--- src/rtl/ex_flag_stage_pkg.sv ---
// Shared definitions for the execute-stage flag/result buffer: flag bit
// indices, the flag vector type, common update masks and the flag merge rule.
package ex_flag_stage_pkg;

    localparam int DATA_W = 16;

    localparam int FLAG_Z = 2;
    localparam int FLAG_V = 1;
    localparam int FLAG_N = 0;

    typedef logic [2:0] flag_t;

    localparam flag_t MASK_ALL  = 3'b111;
    localparam flag_t MASK_NONE = 3'b000;
    localparam flag_t MASK_ZN   = 3'b101;

    // Enabled bits take the freshly computed value, the rest keep the old one.
    function automatic flag_t merge_flags(
        flag_t cur,
        flag_t mask,
        logic  z,
        logic  v,
        logic  n
    );
        flag_t upd;
        upd         = MASK_NONE;
        upd[FLAG_Z] = z;
        upd[FLAG_V] = v;
        upd[FLAG_N] = n;
        return (cur & ~mask) | (upd & mask);
    endfunction

endpackage

--- src/rtl/ex_flag_stage_elastic_buf2.sv ---
// Generic 2-entry valid/ready FIFO with synchronous flush. in_ready depends
// only on the registered occupancy, never combinationally on out_ready.
module ex_flag_stage_elastic_buf2 #(
    parameter int DW = 17
) (
    input  logic          clk,
    input  logic          rst_n,
    input  logic          in_valid,
    output logic          in_ready,
    input  logic [DW-1:0] in_data,
    input  logic          flush,
    output logic          out_valid,
    input  logic          out_ready,
    output logic [DW-1:0] out_data
);

    logic [DW-1:0] mem [2];
    logic          wr_ptr;
    logic          rd_ptr;
    logic [1:0]    count;
    logic          push;
    logic          pop;

    assign in_ready  = (count < 2'd2);
    assign out_valid = (count != 2'd0);
    assign push      = in_valid & in_ready & ~flush;
    assign pop       = out_valid & out_ready;
    assign out_data  = mem[rd_ptr];

    always_ff @(posedge clk or negedge rst_n) begin
        if (!rst_n) begin
            // NOTE: both slots are reset so the head reads zero after reset; with two entries this is cheap.
            mem[0] <= '0;
            mem[1] <= '0;
            wr_ptr <= 1'b0;
            rd_ptr <= 1'b0;
            count  <= 2'd0;
        end else if (flush) begin
            // A head issued in this cycle is already delivered; everything else is dropped.
            wr_ptr <= 1'b0;
            rd_ptr <= 1'b0;
            count  <= 2'd0;
        end else begin
            // NOTE: non-blocking updates so every register sees pre-edge values of the others.
            if (push) begin
                mem[wr_ptr] <= in_data;
                wr_ptr      <= ~wr_ptr;
            end
            if (pop) begin
                rd_ptr <= ~rd_ptr;
            end
            case ({push, pop})
                2'b10:   count <= count + 2'd1;
                2'b01:   count <= count - 2'd1;
                default: count <= count;
            endcase
        end
    end

endmodule

--- src/rtl/ex_flag_stage.sv ---
// Execute-stage result buffer and {Z,V,N} flag register. Optional overflow
// event counter is built when OVFL_CNT_EN is defined.
module ex_flag_stage
    import ex_flag_stage_pkg::*;
#(
    parameter int WIDTH = DATA_W
`ifdef OVFL_CNT_EN
    ,
    parameter int CNT_W = 16
`endif
) (
    input  logic             clk,
    input  logic             rst_n,
    input  logic             in_valid,
    output logic             in_ready,
    input  logic [WIDTH-1:0] in_result,
    input  logic             in_ovfl,
    input  logic             in_mem_op,
    input  logic [2:0]       in_flag_mask,
    input  logic             flush,
    output logic             out_valid,
    input  logic             out_ready,
    output logic [WIDTH-1:0] out_result,
    output logic             out_mem_op,
    output logic [2:0]       flags
`ifdef OVFL_CNT_EN
    ,
    output logic [CNT_W-1:0] ovfl_count
`endif
);

    logic         accept;
    logic         flag_write;
    logic [WIDTH:0] head;
    flag_t        flags_q;

    ex_flag_stage_elastic_buf2 #(
        .DW (WIDTH + 1)
    ) u_buf (
        .clk       (clk),
        .rst_n     (rst_n),
        .in_valid  (in_valid),
        .in_ready  (in_ready),
        .in_data   ({in_result, in_mem_op}),
        .flush     (flush),
        .out_valid (out_valid),
        .out_ready (out_ready),
        .out_data  (head)
    );

    assign out_result = head[WIDTH:1];
    assign out_mem_op = head[0];

    // Flush beats a simultaneous accept, so a dropped entry never touches the flags.
    assign accept     = in_valid & in_ready & ~flush;
    assign flag_write = accept & ~in_mem_op;

    always_ff @(posedge clk or negedge rst_n) begin
        if (!rst_n) begin
            flags_q <= MASK_NONE;
        end else if (flag_write) begin
            flags_q <= merge_flags(flags_q, in_flag_mask,
                                   (in_result == '0), in_ovfl, in_result[WIDTH-1]);
        end
    end

    assign flags = flags_q;

`ifdef OVFL_CNT_EN
    // Saturating count of flag-visible overflows; only reset clears it.
    always_ff @(posedge clk or negedge rst_n) begin
        if (!rst_n) begin
            ovfl_count <= '0;
        end else if (flag_write && in_ovfl && (ovfl_count != '1)) begin
            ovfl_count <= ovfl_count + 1'b1;
        end
    end
`endif

endmodule

--- config.mk ---
export PLATFORM = sky130hd
export DESIGN_NAME = ex_flag_stage
export DESIGN_NICKNAME = d
export VERILOG_FILES = /design/src/rtl/ex_flag_stage_pkg.sv /design/src/rtl/ex_flag_stage_elastic_buf2.sv /design/src/rtl/ex_flag_stage.sv
export SDC_FILE = /design/constraint.sdc
export NUM_CORES = 1
export LEC_CHECK = 0
export ABC_CLOCK_PERIOD_IN_PS = 3300
export CELL_PAD_IN_SITES_DETAIL_PLACEMENT = 0
export CELL_PAD_IN_SITES_GLOBAL_PLACEMENT = 1
export CORE_MARGIN = 4
export CORE_UTILIZATION = 42
export DETAILED_ROUTE_END_ITERATION = 8
export GPL_TIMING_DRIVEN = 0
export PLACE_DENSITY_LB_ADDON = 0.1
export SLEW_MARGIN = 5
export SYNTH_ARGS = -nofsm -noshare
export SYNTH_HDL_FRONTEND = slang
export SYNTH_HIERARCHICAL = 1
export SYNTH_SLANG_ARGS = --single-unit
export TNS_END_PERCENT = 30
--- constraint.sdc ---
create_clock -name clk -period 3.3 [get_ports clk]
set_input_delay 0.99 -clock clk [delete_from_list [all_inputs] [get_ports clk]]
set_output_delay 0.99 -clock clk [all_outputs]
set_load 0.02 [all_outputs]
==> impl_results.md <==
- Vias: 1208
- Nets@finish: 208
- Top-area cell type share of the netlist area: 54.7%
- Initial Util: 43.4%
- Cell taking the most area after synthesis: dfrtp_1
- Largest cells by area after synthesis: dfrtp_1 55%, mux2_2 31%, mux2_4 1.6%
- Simple-Gate Fraction of Synth Area: 7.14%
- Congestion Overflow GR: 0
- Die W: 74.8 µm
- Pwr dens: 606 nW/µm²
- Post-CTS setup repair buffer count: 0
- Setup CP Type: reg2out
- Worst Clk Skew: 0.0127 ns
- Crit end category: output pin
- Ys flop type: dfrtp_1
- Hold_ws: 0.480 ns
- Share of layout cells above drive strength 1: 39.0%
- Status: completed
- Largest net degree at the start of global routing: 41
- Rows: 24
- N_diodes: 0
- Post-CTS Resized: 0
- Placed Cells: 227
- Hold-fix buffers, CTS: 0
- Synth-to-layout area growth: 34.0%
- Placeable Area: 4320 µm²
- Vias in the first global route: 1324
- Slew @ Worst Pin: 0.535 ns
- VDD IR max: 0.308 mV
- Fin crit share: 94.3%
- FF+latch count, synth: 41
- Post-synthesis adder-cell area fraction: 0%
- Setup violations, final: 0
- Fraction of registers with async set/reset: 100%
- Root Buffer: clkbuf_8
- Antenna viol nets, final: 0
- WP data arrival: 2.12 ns
- Post-route insts no fill: 234
- Post-synthesis compound-gate area fraction: 1.27%
- Gpl congestion: 0.703
- CP required: 2.31 ns
- Multiplexer area fraction after synthesis: 33.4%
- Final hold vios: 0
- RSZ-0062 raised after global routing: false
- Final-report max-slew violation count: 0
- I/O Buffers: 47
- XOR/XNOR Fraction of Synth Area: 0.934%
- Synth Instances: 127
- Synthesis Warnings: 6
- CTS tree: done
- Main combinational cell family by area after synthesis: multiplexers
- Iter 0 DRT Violations: 33
- Syn nets: 153
- Most common library cells after synthesis: 52 x mux2_2, 41 x dfrtp_1, 4 x nor4_1
- Worst Path Max Fanout: 10
- F_max: 0.321 GHz
- Post-Route Setup TNS: 0 ns
- Worst setup SP type: flip-flop
- Min Tclk post-route: 3.11 ns
- Register area share after synthesis: 54.7%
- Initial antenna violation count: 0
- Hold Path Class: in2async
- Cell leakage power: 1.04 nW
- Drt first pass iters: 4
- Area of the mapped netlist: 1880 µm²
- Die area: 5600 µm²
- Clock buffer count from CTS: 5
- Clk buf depth: 2
- Clk_lat worst skew: 0.29 ns
- Clk slew on worst S/H paths: 0.08 ns
- H-Tree Depth: 2
- DRC viols: 0
- Max cap viols: 0
- Rel. slew slack: 64.3%
- Cell variety after synth: 23
- Mean area per synthesized cell: 14.8 µm²
- Clock sinks: 41
- First-pass GRT wire length: 6350 µm
- Final WL: 3970 µm
- Die H: 74.8 µm
- Post-DP HPWL: 2900 µm
- GRT Resource Usage Total: 15.4%
- DR vias/cell: 5.16
- Post-detailed-route wirelength per cell: 17.0 µm
- I/O pin cnt: 48
- Top-count cell post-synth: mux2_2
- EDFF count, synth: 0
-- critical path, stage by stage, from the launching register on --
cell,delay (ns)
dfrtp_1,0.32
buf_2,0.24
buf_2,0.34
mux2_2,0.38
clkdlybuf4s50_1,0.54
-- placed cells by master, fill, tap and decap left out, drive strengths merged, types with 3 or more instances in the layout --
cell           instances
mux2                  54
nor2                   3
dfrtp                 41
buf                    6
nor4                   4
nand2                  3
clkdlybuf4s50         46
clkbuf                 8
-- power by group --
group	internal, W	leakage, nW	switching [W]
logic	0.000298	0.501	0.000206
clock network	0.000166	0.0443	0.000160
registers	0.000631	0.495	0.0000610
-- cells by family after synthesis --
group | after synthesis
XOR/XNOR | 2
AO/OA/AOI/OAI | 4
flip-flops | 41
multiplexers | 55
buffers and inverters | 7
AND/OR/NAND/NOR | 18
-- through the flow --
| step | setup WS, ns | power, W | cell area, µm² | utilization (%) |
|---|---|---|---|---|
| floorplan | 1.17 | 0.000991 | 1880 | - |
| global placement | 0.307 | 0.00119 | 2410 | 55.8 |
| detailed placement | 0.387 | 0.00121 | 2430 | 56.1 |
| CTS | 0.169 | 0.00154 | 2510 | 58.1 |
| global route | 0.124 | 0.00161 | 2510 | 58.1 |
| finish | 0.187 | 0.00152 | 2510 | 58.1 |
-- area by class of cell --
cell class                      instances  area, µm²
Inverter                                2       7.51
Buffer                                  5       41.3
Tap cell                               52       65.1
Clock buffer                            7       86.3
Timing Repair Buffer                   48        485
Sequential cell                        41       1030
Multi-Input combinational cell         79        801
Fill cell                             360       1810
-- final timing paths --
path / from / end / slack [ns] / cells past startpoint
worst max-delay path: u_buf/rd_ptr$_DFFE_PN0P_ / out_result[2] / 0.19 / 4
worst min-delay path: rst_n / async pin / 0.48 / 1
worst max register to register: u_buf/count[1]$_DFFE_PN0P_ / u_buf/mem[15]$_DFFE_PN0P_ / 1.49 / 4
worst min register to register: u_buf/mem[0]$_DFFE_PN0P_ / u_buf/mem[0]$_DFFE_PN0P_ / 0.50 / 1
max in group asynchronous: rst_n / u_buf/mem[21]$_DFFE_PN0P_ / 2.41 / 2
min in group clk: u_buf/mem[0]$_DFFE_PN0P_ / u_buf/mem[0]$_DFFE_PN0P_ / 0.50 / 1
-- registers in the layout, summed over array words and instances, names as in the netlist, named ones only --
name / cells
u_buf/mem: 34
u_buf/rd_ptr: 1
u_buf/count: 2
u_buf/wr_ptr: 1
-- routing by layer --
| metal | share of wire [%] | vias to the layer above | track usage (%) |
|---|---|---|---|
| li1 | - | 565 | - |
| met1 | 44 | 608 | 18.8 |
| met2 | 50 | 31 | 25.9 |
| met3 | 5.2 | 4 | 4.54 |
| met4 | 0.96 | 0 | 5.34 |
| met5 | 0 | - | 0 |
Power figures use the tool's default switching activity.
